==> src/rtl/rv32i_pkg.sv <==
// RV32I decode constants shared by the decode stage: opcodes, funct fields,
// one-hot class bit positions and the immediate format selector.
package rv32i_pkg;

    localparam logic [6:0] OPC_OP     = 7'b0110011;
    localparam logic [6:0] OPC_OP_IMM = 7'b0010011;
    localparam logic [6:0] OPC_BRANCH = 7'b1100011;
    localparam logic [6:0] OPC_LOAD   = 7'b0000011;
    localparam logic [6:0] OPC_STORE  = 7'b0100011;
    localparam logic [6:0] OPC_JAL    = 7'b1101111;
    localparam logic [6:0] OPC_JALR   = 7'b1100111;
    localparam logic [6:0] OPC_LUI    = 7'b0110111;
    localparam logic [6:0] OPC_AUIPC  = 7'b0010111;

    localparam logic [2:0] F3_ADD_SUB = 3'b000;
    localparam logic [2:0] F3_SLL     = 3'b001;
    localparam logic [2:0] F3_SRL_SRA = 3'b101;

    localparam logic [6:0] F7_BASE = 7'h00;
    localparam logic [6:0] F7_ALT  = 7'h20;

    localparam int CLS_ALUREG = 0;
    localparam int CLS_ALUIMM = 1;
    localparam int CLS_BRANCH = 2;
    localparam int CLS_LOAD   = 3;
    localparam int CLS_STORE  = 4;
    localparam int CLS_JAL    = 5;
    localparam int CLS_JALR   = 6;
    localparam int CLS_LUI    = 7;
    localparam int CLS_AUIPC  = 8;
    localparam int NUM_CLS    = 9;

    typedef enum logic [2:0] {
        IMM_NONE,
        IMM_I,
        IMM_SH,
        IMM_S,
        IMM_B,
        IMM_U,
        IMM_J
    } imm_fmt_e;

endpackage

==> src/rtl/id_stage_imm_gen.sv <==
// Combinational immediate extraction: instruction word plus format -> 32-bit
// sign-extended immediate (shift-immediates yield the zero-extended shamt).
module imm_gen
    import rv32i_pkg::*;
(
    input  logic [31:0] instr_i,
    input  imm_fmt_e    fmt_i,
    output logic [31:0] imm_o
);

    always_comb begin
        imm_o = '0;
        case (fmt_i)
            IMM_I:   imm_o = {{20{instr_i[31]}}, instr_i[31:20]};
            IMM_SH:  imm_o = {27'b0, instr_i[24:20]};
            IMM_S:   imm_o = {{20{instr_i[31]}}, instr_i[31:25], instr_i[11:7]};
            IMM_B:   imm_o = {{19{instr_i[31]}}, instr_i[31], instr_i[7],
                              instr_i[30:25], instr_i[11:8], 1'b0};
            IMM_U:   imm_o = {instr_i[31:12], 12'b0};
            IMM_J:   imm_o = {{11{instr_i[31]}}, instr_i[31], instr_i[19:12],
                              instr_i[20], instr_i[30:21], 1'b0};
            default: imm_o = '0;
        endcase
    end

endmodule

==> src/rtl/id_stage.sv <==
// RV32I decode stage with a single registered output slot and valid/ready flow.
// Optional macro ID_STAGE_FWD_EN forwards writeback data into operands at capture.
module id_stage
    import rv32i_pkg::*;
#(
    parameter int XLEN = 32
) (
    input  logic            clk,
    input  logic            rst_n,
    input  logic            in_valid,
    output logic            in_ready,
    input  logic [31:0]     in_instr,
    input  logic [XLEN-1:0] in_pc,
    input  logic            flush,
    output logic [4:0]      rf_raddr1,
    output logic [4:0]      rf_raddr2,
    input  logic [XLEN-1:0] rf_rdata1,
    input  logic [XLEN-1:0] rf_rdata2,
    input  logic            wb_en,
    input  logic [4:0]      wb_rd,
    input  logic [XLEN-1:0] wb_data,
    output logic            out_valid,
    input  logic            out_ready,
    output logic [8:0]      out_cls,
    output logic [7:0]      out_funct3oh,
    output logic [6:0]      out_funct7,
    output logic [XLEN-1:0] out_rs1,
    output logic [XLEN-1:0] out_rs2,
    output logic [XLEN-1:0] out_imm,
    output logic [XLEN-1:0] out_pc,
    output logic [4:0]      out_rd,
    output logic            out_illegal
);

    logic [6:0] opcode;
    logic [2:0] funct3;
    logic [6:0] funct7;
    logic [4:0] rs1_addr;
    logic [4:0] rs2_addr;

    assign opcode   = in_instr[6:0];
    assign funct3   = in_instr[14:12];
    assign funct7   = in_instr[31:25];
    assign rs1_addr = in_instr[19:15];
    assign rs2_addr = in_instr[24:20];

    assign rf_raddr1 = rs1_addr;
    assign rf_raddr2 = rs2_addr;

    logic               valid_q, valid_d;
    logic [NUM_CLS-1:0] cls_q, cls_d;
    logic               illegal_q, illegal_d;
    logic [7:0]         f3oh_q, f3oh_d;
    logic [6:0]         f7_q, f7_d;
    logic [XLEN-1:0]    rs1_q, rs1_d;
    logic [XLEN-1:0]    rs2_q, rs2_d;
    logic [XLEN-1:0]    imm_q;
    logic [XLEN-1:0]    pc_q;
    logic [4:0]         rd_q;

    imm_fmt_e        fmt;
    logic [XLEN-1:0] imm;
    logic            f7_keep;
    logic            capture;
    logic [XLEN-1:0] rs1_opnd;
    logic [XLEN-1:0] rs2_opnd;

    imm_gen u_imm_gen (
        .instr_i (in_instr),
        .fmt_i   (fmt),
        .imm_o   (imm)
    );

    assign in_ready = !valid_q || out_ready;
    assign capture  = in_valid && in_ready && !flush;

    for (genvar gi = 0; gi < 8; gi++) begin : g_f3oh
        assign f3oh_d[gi] = (funct3 == 3'(gi));
    end

    always_comb begin
        cls_d     = '0;
        illegal_d = 1'b0;
        fmt       = IMM_NONE;
        f7_keep   = 1'b0;
        case (opcode)
            OPC_OP: begin
                f7_keep = 1'b1;
                if (funct7 == F7_BASE ||
                    (funct7 == F7_ALT && (funct3 == F3_ADD_SUB || funct3 == F3_SRL_SRA)))
                    cls_d[CLS_ALUREG] = 1'b1;
                else
                    illegal_d = 1'b1;
            end
            OPC_OP_IMM: begin
                // Only shift-immediates carry a real funct7; ADDI imm[10] must not look like SUB.
                if (funct3 == F3_SLL || funct3 == F3_SRL_SRA) begin
                    fmt     = IMM_SH;
                    f7_keep = 1'b1;
                end else begin
                    fmt = IMM_I;
                end
                if ((funct3 == F3_SLL && funct7 != F7_BASE) ||
                    (funct3 == F3_SRL_SRA && funct7 != F7_BASE && funct7 != F7_ALT))
                    illegal_d = 1'b1;
                else
                    cls_d[CLS_ALUIMM] = 1'b1;
            end
            OPC_BRANCH: begin fmt = IMM_B; cls_d[CLS_BRANCH] = 1'b1; end
            OPC_LOAD:   begin fmt = IMM_I; cls_d[CLS_LOAD]   = 1'b1; end
            OPC_STORE:  begin fmt = IMM_S; cls_d[CLS_STORE]  = 1'b1; end
            OPC_JAL:    begin fmt = IMM_J; cls_d[CLS_JAL]    = 1'b1; end
            OPC_JALR:   begin fmt = IMM_I; cls_d[CLS_JALR]   = 1'b1; end
            OPC_LUI:    begin fmt = IMM_U; cls_d[CLS_LUI]    = 1'b1; end
            OPC_AUIPC:  begin fmt = IMM_U; cls_d[CLS_AUIPC]  = 1'b1; end
            default:    illegal_d = 1'b1;
        endcase
        f7_d = f7_keep ? funct7 : 7'h00;
    end

    always_comb begin
        rs1_opnd = (rs1_addr == 5'd0) ? '0 : rf_rdata1;
        rs2_opnd = (rs2_addr == 5'd0) ? '0 : rf_rdata2;
`ifdef ID_STAGE_FWD_EN
        if (wb_en && wb_rd != 5'd0 && wb_rd == rs1_addr)
            rs1_opnd = wb_data;
        if (wb_en && wb_rd != 5'd0 && wb_rd == rs2_addr)
            rs2_opnd = wb_data;
`endif
        rs1_d = rs1_opnd;
        rs2_d = cls_d[CLS_ALUIMM] ? imm : rs2_opnd;
    end

`ifndef ID_STAGE_FWD_EN
    logic wb_unused;
    assign wb_unused = ^{wb_en, wb_rd, wb_data};
`endif

    always_comb begin
        valid_d = valid_q;
        if (flush)
            valid_d = 1'b0;
        else if (capture)
            valid_d = 1'b1;
        else if (out_ready)
            valid_d = 1'b0;
    end

    always_ff @(posedge clk or negedge rst_n) begin
        if (!rst_n) begin
            valid_q   <= 1'b0;
            cls_q     <= '0;
            illegal_q <= 1'b0;
            f3oh_q    <= '0;
            f7_q      <= '0;
            rs1_q     <= '0;
            rs2_q     <= '0;
            imm_q     <= '0;
            pc_q      <= '0;
            rd_q      <= '0;
        end else begin
            valid_q <= valid_d;
            if (capture) begin
                cls_q     <= cls_d;
                illegal_q <= illegal_d;
                f3oh_q    <= f3oh_d;
                f7_q      <= f7_d;
                rs1_q     <= rs1_d;
                rs2_q     <= rs2_d;
                imm_q     <= (cls_d[CLS_ALUREG]) ? '0 : imm;
                pc_q      <= in_pc;
                rd_q      <= in_instr[11:7];
            end
        end
    end

    assign out_valid    = valid_q;
    assign out_cls      = cls_q;
    assign out_illegal  = illegal_q;
    assign out_funct3oh = f3oh_q;
    assign out_funct7   = f7_q;
    assign out_rs1      = rs1_q;
    assign out_rs2      = rs2_q;
    assign out_imm      = imm_q;
    assign out_pc       = pc_q;
    assign out_rd       = rd_q;

endmodule

==> config.mk <==
export PLATFORM = sky130hd
export DESIGN_NAME = id_stage
export DESIGN_NICKNAME = d
export VERILOG_FILES = /design/src/rtl/rv32i_pkg.sv /design/src/rtl/id_stage_imm_gen.sv /design/src/rtl/id_stage.sv
export SDC_FILE = /design/constraint.sdc
export NUM_CORES = 1
export LEC_CHECK = 0
export CAP_MARGIN = 10
export CORE_AREA = 2 2 134 136
export CTS_BUF_LIST = sky130_fd_sc_hd__clkbuf_8
export CTS_CLUSTER_SIZE = 8
export DETAILED_ROUTE_END_ITERATION = 6
export DIE_AREA = 0 0 136 138
export GPL_TIMING_DRIVEN = 0
export PLACE_DENSITY = 0.78
export SLEW_MARGIN = 20
export SYNTH_ARGS = -nofsm -noshare
export SYNTH_HDL_FRONTEND = slang
export SYNTH_SLANG_ARGS = --single-unit
==> constraint.sdc <==
create_clock -name clk -period 2.4 [get_ports clk]
set_input_delay 0.72 -clock clk [delete_from_list [all_inputs] [get_ports clk]]
set_output_delay 0.72 -clock clk [all_outputs]
set_load 0.01 [all_outputs]
After elaboration in Yosys (flattened, before gate mapping)
Index checks and enable logic that the tools add are counted.
{ "op_classes": {"n_eq_ne": 24, "mux": 27, "reduce_logical": 22} }
{ "op_table": {"columns": ["operator", "count"], "rows": [
  ["$pmux 32 s6", 1],
  ["$mux 32", 4],
  ["$eq 7x6->1 const B", 4],
  ["$eq 3x3->1 const B", 7],
  ["$eq 7x7->1 const B", 3],
  ["$pmux 3 s6", 1],
  ["$mux 1", 17],
  ["$eq 7x5->1 const B", 2],
  ["$eq 3x2->1 const B", 4],
  ["$logic_not 5->1", 2],
  ["$eq 7x2->1 const B", 1],
  ["$logic_not 7->1", 1],
  ["$mux 7", 1],
  ["$ne 7x6->1 const B", 1],
  ["$reduce_bool 7->1", 1],
  ["$reduce_or 7->1", 1],
  ["$eq 3x1->1 const B", 2],
  ["$logic_and 1x1->1", 6],
  ["$logic_or 1x1->1", 5],
  ["$reduce_or 2->1", 2],
  ["$logic_not 3->1", 1],
  ["$pmux 1 s3", 1],
  ["$reduce_bool 3->1", 1],
  ["$logic_not 1->1", 2],
  ["other kinds (2)", 2]
]} }
{ "totals": {"regBits": 159, "out_inout_bits": 170, "wordCells": 83} }

Depth between registers and ports, before layout
Gate-level depths: netlist of the first run.
{ "depth": {"depth_word": 7, "mapped_depth": 9, "ltp_nobuf": 6} }

Cells and area by module
From an unflattened synthesis of the first run, not the netlist that was laid out.
{ "hier_totals": {"cells_unflattened": 723, "hier_area_um2": 7569.8} }
{ "by_module_without_submodules": {"columns": ["mod", "n_inst", "cells_each", "area_per_inst_um2"], "rows": [
  ["id_stage", 1, 629, 6835.3],
  ["imm_gen", 1, 94, 734.5]
]} }

Worst setup path after synthesis of the first run
No wires, ideal clock.
{ "synth_timing": {"path_kind": "input to register", "startpoint": "in in_instr[25]", "endpoint": "reg rs2_q[12] (netlist: out_rs2[12])", "arrival_time_ns": 2.517, "required_ns": 2.274, "path_slack_ns": -0.243, "cell_stages": 7, "path_buffers": 2, "path_cell_list": "or4_4 -> o41ai_4 -> a311oi_2 -> a31o_1 -> buf_6 -> buf_6 -> a221o_1"} }
{ "synth_between": {"elab_chain_len": 7, "elab_cells_between_ends": 9, "classes_between": "eq/ne (1); mux (3); reduce/logical (5)"} }
{ "synth_rtl": {"columns": ["element", "line", "source"], "rows": [
  ["start: declaration", "id_stage.sv:12", "input logic [31:0] in_instr,"],
  ["$reduce_bool 7->1", "id_stage.sv:103, id_stage.sv:104", null],
  ["$logic_and 1x1->1 (2 in series)", "id_stage.sv:104", "(funct3 == F3_SRL_SRA && funct7 != F7_BASE && funct7 != F7_ALT))"],
  ["$logic_or 1x1->1 (*)", "id_stage.sv:103", "if ((funct3 == F3_SLL && funct7 != F7_BASE) ||"],
  ["$mux 1 (*)", "id_stage.sv:103", null],
  ["$mux 1 (*)", "id_stage.sv:86", "case (opcode)"],
  ["$mux 32 (*)", "id_stage.sv:131", "rs2_d = cls_d[CLS_ALUIMM] ? imm : rs2_opnd;"],
  ["end signal: assignment", "id_stage.sv:169", "rs2_q <= rs2_d;"],
  ["end: declaration", "id_stage.sv:56", "logic [XLEN-1:0] rs2_q, rs2_d;"]
]} }
Every way passes the cells marked *; elsewhere a longest branch is shown, timed or not.
A chain may end at the register's enable or synchronous reset.

Worst setup path in the final report of the first run
{ "layout_timing": {"startpoint": "in in_instr[20]", "endpoint": "out rf_raddr2[0]"} }
{ "layout_rtl": {"columns": ["element", "line", "source"], "rows": [
  ["end: declaration", "id_stage.sv:16", "output logic [4:0] rf_raddr2,"]
]} }
No word-level cell between the ends.

==> results of run 1 <==
flip-flops by register name, summed over array words and instances (netlist names):
name,count
out_funct7,7
out_rs1,32
out_rs2,32
out_pc,32
out_valid,1
out_funct3oh,8
out_rd,5
out_imm,32
out_illegal,1
out_cls,9
synth_stat cells, drive strengths merged (2+ instances only):
master,count,share of area [%]
nor2b,5,0.48
nand3b,3,0.34
a22oi,4,0.46
nand2,148,8.5
a31oi,2,0.19
nand2b,4,0.38
o31ai,7,0.88
a22o,46,6.2
o2111ai,2,0.27
a21oi,12,0.92
or4,2,0.29
and2,2,0.19
buf,19,1.9
nand3,5,0.38
a221o,42,6.4
o32ai,2,0.27
clkbuf,38,2.2
nor3,8,0.69
a21o,2,0.23
nor2,14,0.80
inv,7,0.40
a32oi,10,1.3
or2,2,0.19
dfrtp,159,61
o21ai,18,1.4
o41ai,7,1.2
o21a,2,0.23
critical path: cells and delay by family:
| family | cells | cell delay, ns |
|---|---|---|
| buffers and inverters | 3 | 0.97 |
how the worst max path moves through the flow:
stage | from | to | slack, ns
after global routing | in_instr[6] | out_rs2[29] | -0.01
after floorplan | in_instr[25] | out_rs2[12] | -0.24
after detailed placement | in_instr[25] | out_rs2[30] | -1.21
after CTS | in_instr[0] | out_imm[28] | -0.01
final | in_instr[20] | rf_raddr2[0] | -0.009
after global placement | rst_n | out_rs1[12] | -5.91
per-stage QoR:
| step | total power, W | setup TNS, ns |
|---|---|---|
| finish | 0.00700 | -0.00851 |
| global route | 0.00733 | -0.0579 |
| CTS | 0.00706 | -0.0263 |
| detailed placement | 0.00479 | -155.45 |
| global placement | 0.00476 | -1087.17 |
| floorplan | 0.00372 | -4.09 |
cells in the final DEF, fill, tap and decap left out, drive strengths merged, types with 3 or more instances in the layout:
cell type,n
nand2,148
inv,13
nand3,5
a22o,46
a221o,42
clkdlybuf4s50,275
nor2,14
clkdlybuf4s15,5
a32oi,10
buf,36
nor3,8
dlymetal6s2s,5
clkbuf,52
nand2b,4
clkinv,4
dlygate4sd2,6
bufinv,4
o31ai,7
dfrtp,159
nand3b,3
o21ai,18
a21oi,12
a22oi,4
nor2b,5
o41ai,7
cell type report:
| type | count | area (µm²) | share of cell area [%] |
|---|---|---|---|
| Clock inverter | 15 | 210 | 1.98 |
| Multi-Input combinational cell | 367 | 2440 | 23.0 |
| Timing Repair Buffer | 312 | 3130 | 29.5 |
| Tap cell | 229 | 287 | 2.70 |
| Buffer | 52 | 298 | 2.81 |
| Clock buffer | 17 | 234 | 2.21 |
| Sequential cell | 159 | 3980 | 37.5 |
| Inverter | 7 | 26.3 | 0.248 |
power groups by stage:
stage / Clock, W / Combinational (W) / Sequential (W)
after detailed placement: 0 / 0.00162 / 0.00317
after global routing: 0.00239 / 0.00177 / 0.00316
after global placement: 0 / 0.00159 / 0.00317
after floorplan: 0 / 0.000416 / 0.00331
final: 0.00222 / 0.00164 / 0.00313
after CTS: 0.00229 / 0.00164 / 0.00313
timing repair:
item | CTS | global route
pin swaps | 8 | 6
buffers inserted | 11 | 0
setup endpoints to repair | 168 | 101
gates resized for setup | 77 | 43
cloned | 1 | 1
layer usage:
metal	routed length, µm	track usage [%]	share of wire, %	vias to the layer above
met4	361	7.13	1.6	2
met1	8940	28.6	39	2949
li1	-	-	-	2793
met5	13	0	0.056	-
met2	11600	42.7	50	280
met3	2110	7.99	9.1	25
cells by family after synthesis:
group,after synthesis,share of synthesized area [%]
compound gates,166,21.4
xor+xnor,1,0.134
simple gates,200,13.1
flops,159,60.8
buf+inv,64,4.52
==> flow_summary.json, run 1 <==
{
  "setup_violations": 1,
  "clk_latency_ns": 0.45,
  "r2r_slack_ns": 0.43,
  "cts_hold_buffers": 0,
  "arrival_ns": 1.69,
  "synthesis.area_mm2": 0.00654,
  "grt_first_pass_wirelength_um": 35100,
  "fin_skew_ns": 0.00826,
  "track_usage_pct": 24.5,
  "first_pass_iters": 5,
  "grt_antenna_before_repair": 1,
  "r2r_end": "out_rs1[18]",
  "ios": 341,
  "path_clk_slew_ns": 0.09,
  "crit_type": "in2out",
  "required_ns": 1.68,
  "routed_via_density": 5.22,
  "setup_ws_ns": -0.00851,
  "internal_power_w": 0.00506,
  "ys.flop_type": "dfrtp_1",
  "postSynth.asyncResetShare_pct": 100,
  "seq_area_frac_synth_pct": 60.8,
  "finalHoldViolations": 0,
  "avgRoutedWirePerCell_um": 19.9,
  "core_area_mm2": 0.0175,
  "post-place-cells": 1118,
  "worstMarginPinSlew_ns": 0.599,
  "final_util_pct": 60.5,
  "cp-start-kind": "input port",
  "drt-initial-drc-count": 345,
  "cts_tree": "built",
  "rows": 49,
  "yosysWarnings": 0,
  "placed_area_mm2": 0.00986,
  "grt_max_degree": 85,
  "root_buffer": "clkbuf_8",
  "fmax_mhz": 415,
  "path_max_fanout": 5,
  "cp_slowest_cell": "clkdlybuf4s50_1",
  "place_hpwl_um": 17100,
  "p_leak_nw": 4.71,
  "cts_buffer_depth": 2,
  "cts_max_level": 4,
  "drt_wl_total_um": 23100,
  "start_util_pct": 37.3,
  "vias": 6049,
  "reg2reg_from": "out_valid",
  "ant_nets": 0,
  "relSlewSlack_pct": 60.1,
  "holdWs_ns": 0.217,
  "outcome": "finished, violations left",
  "avgSynthCellArea_um2": 11.1,
  "synth_edf_count": 0,
  "netlist_instances": 590,
  "drc": 0,
  "numCtsBuffers": 17,
  "max-cap-violations": 0,
  "critPathMaxStageDelay_ns": 0.58,
  "die_y_um": 138,
  "finalNonFillerCells": 1158,
  "min_path_type": "in2async",
  "antenna_cells": 0,
  "max-vdd-ir-drop_v": 0.000331,
  "worst_setup_path_end_kind": "output port",
  "p_comb_share_pct": 23.5,
  "io_buffers": 298,
  "clockPowerShare_pct": 31.8,
  "drive_gt1_share_pct": 12.7,
  "clock-sinks": 159,
  "gpl.final_weighted_congestion": 0.860,
  "violations": "negative setup slack",
  "dp_slack_ns": -1.21,
  "num-fill-cells": 1486,
  "period_minus_slack_ns": 2.41,
  "areaGrowthSynthToFinish_pct": 62.1,
  "min_period_over_period_pct": 100,
  "switching_share_pct": 27.7,
  "grt_pass1_vias": 6185,
  "grt_overflow": 0,
  "nNetsFinal": 1087,
  "die_area_mm2": 0.0188,
  "ys_ff_latch": 159,
  "crit_chain": "clkdlybuf4s15_2 > buf_4 > clkdlybuf4s50_1",
  "r2r.worst_path.cells": 7,
  "p_per_area_mw_per_mm2": 660,
  "p_seq_share_pct": 44.7,
  "finalInstanceArea_mm2": 0.0106,
  "drv_slew": 0,
  "synth_cell_type_count": 54,
  "syn_nets": 761,
  "power.switching_w": 0.00194,
  "dieWidth_um": 136
}
(Power assumes the default switching activity.)
==> run 2: changes to the inputs <==
--- a/config.mk
+++ b/config.mk
@@ -12,6 +12,7 @@
 export DETAILED_ROUTE_END_ITERATION = 6
 export DIE_AREA = 0 0 136 138
 export GPL_TIMING_DRIVEN = 0
+export HOLD_SLACK_MARGIN = 0.06
 export PLACE_DENSITY = 0.78
 export SLEW_MARGIN = 20
 export SYNTH_ARGS = -nofsm -noshare
==> results of run 2 <==
Same layout as run 1: the final DEF is identical, and so are final timing and power.
==> run 3: changes to the inputs <==
--- a/config.mk
+++ b/config.mk
@@ -14,7 +14,6 @@
 export GPL_TIMING_DRIVEN = 0
 export HOLD_SLACK_MARGIN = 0.06
 export PLACE_DENSITY = 0.78
-export SLEW_MARGIN = 20
 export SYNTH_ARGS = -nofsm -noshare
 export SYNTH_HDL_FRONTEND = slang
 export SYNTH_SLANG_ARGS = --single-unit
==> results of run 3 <==
Same layout as run 1: the final DEF is identical, and so are final timing and power.
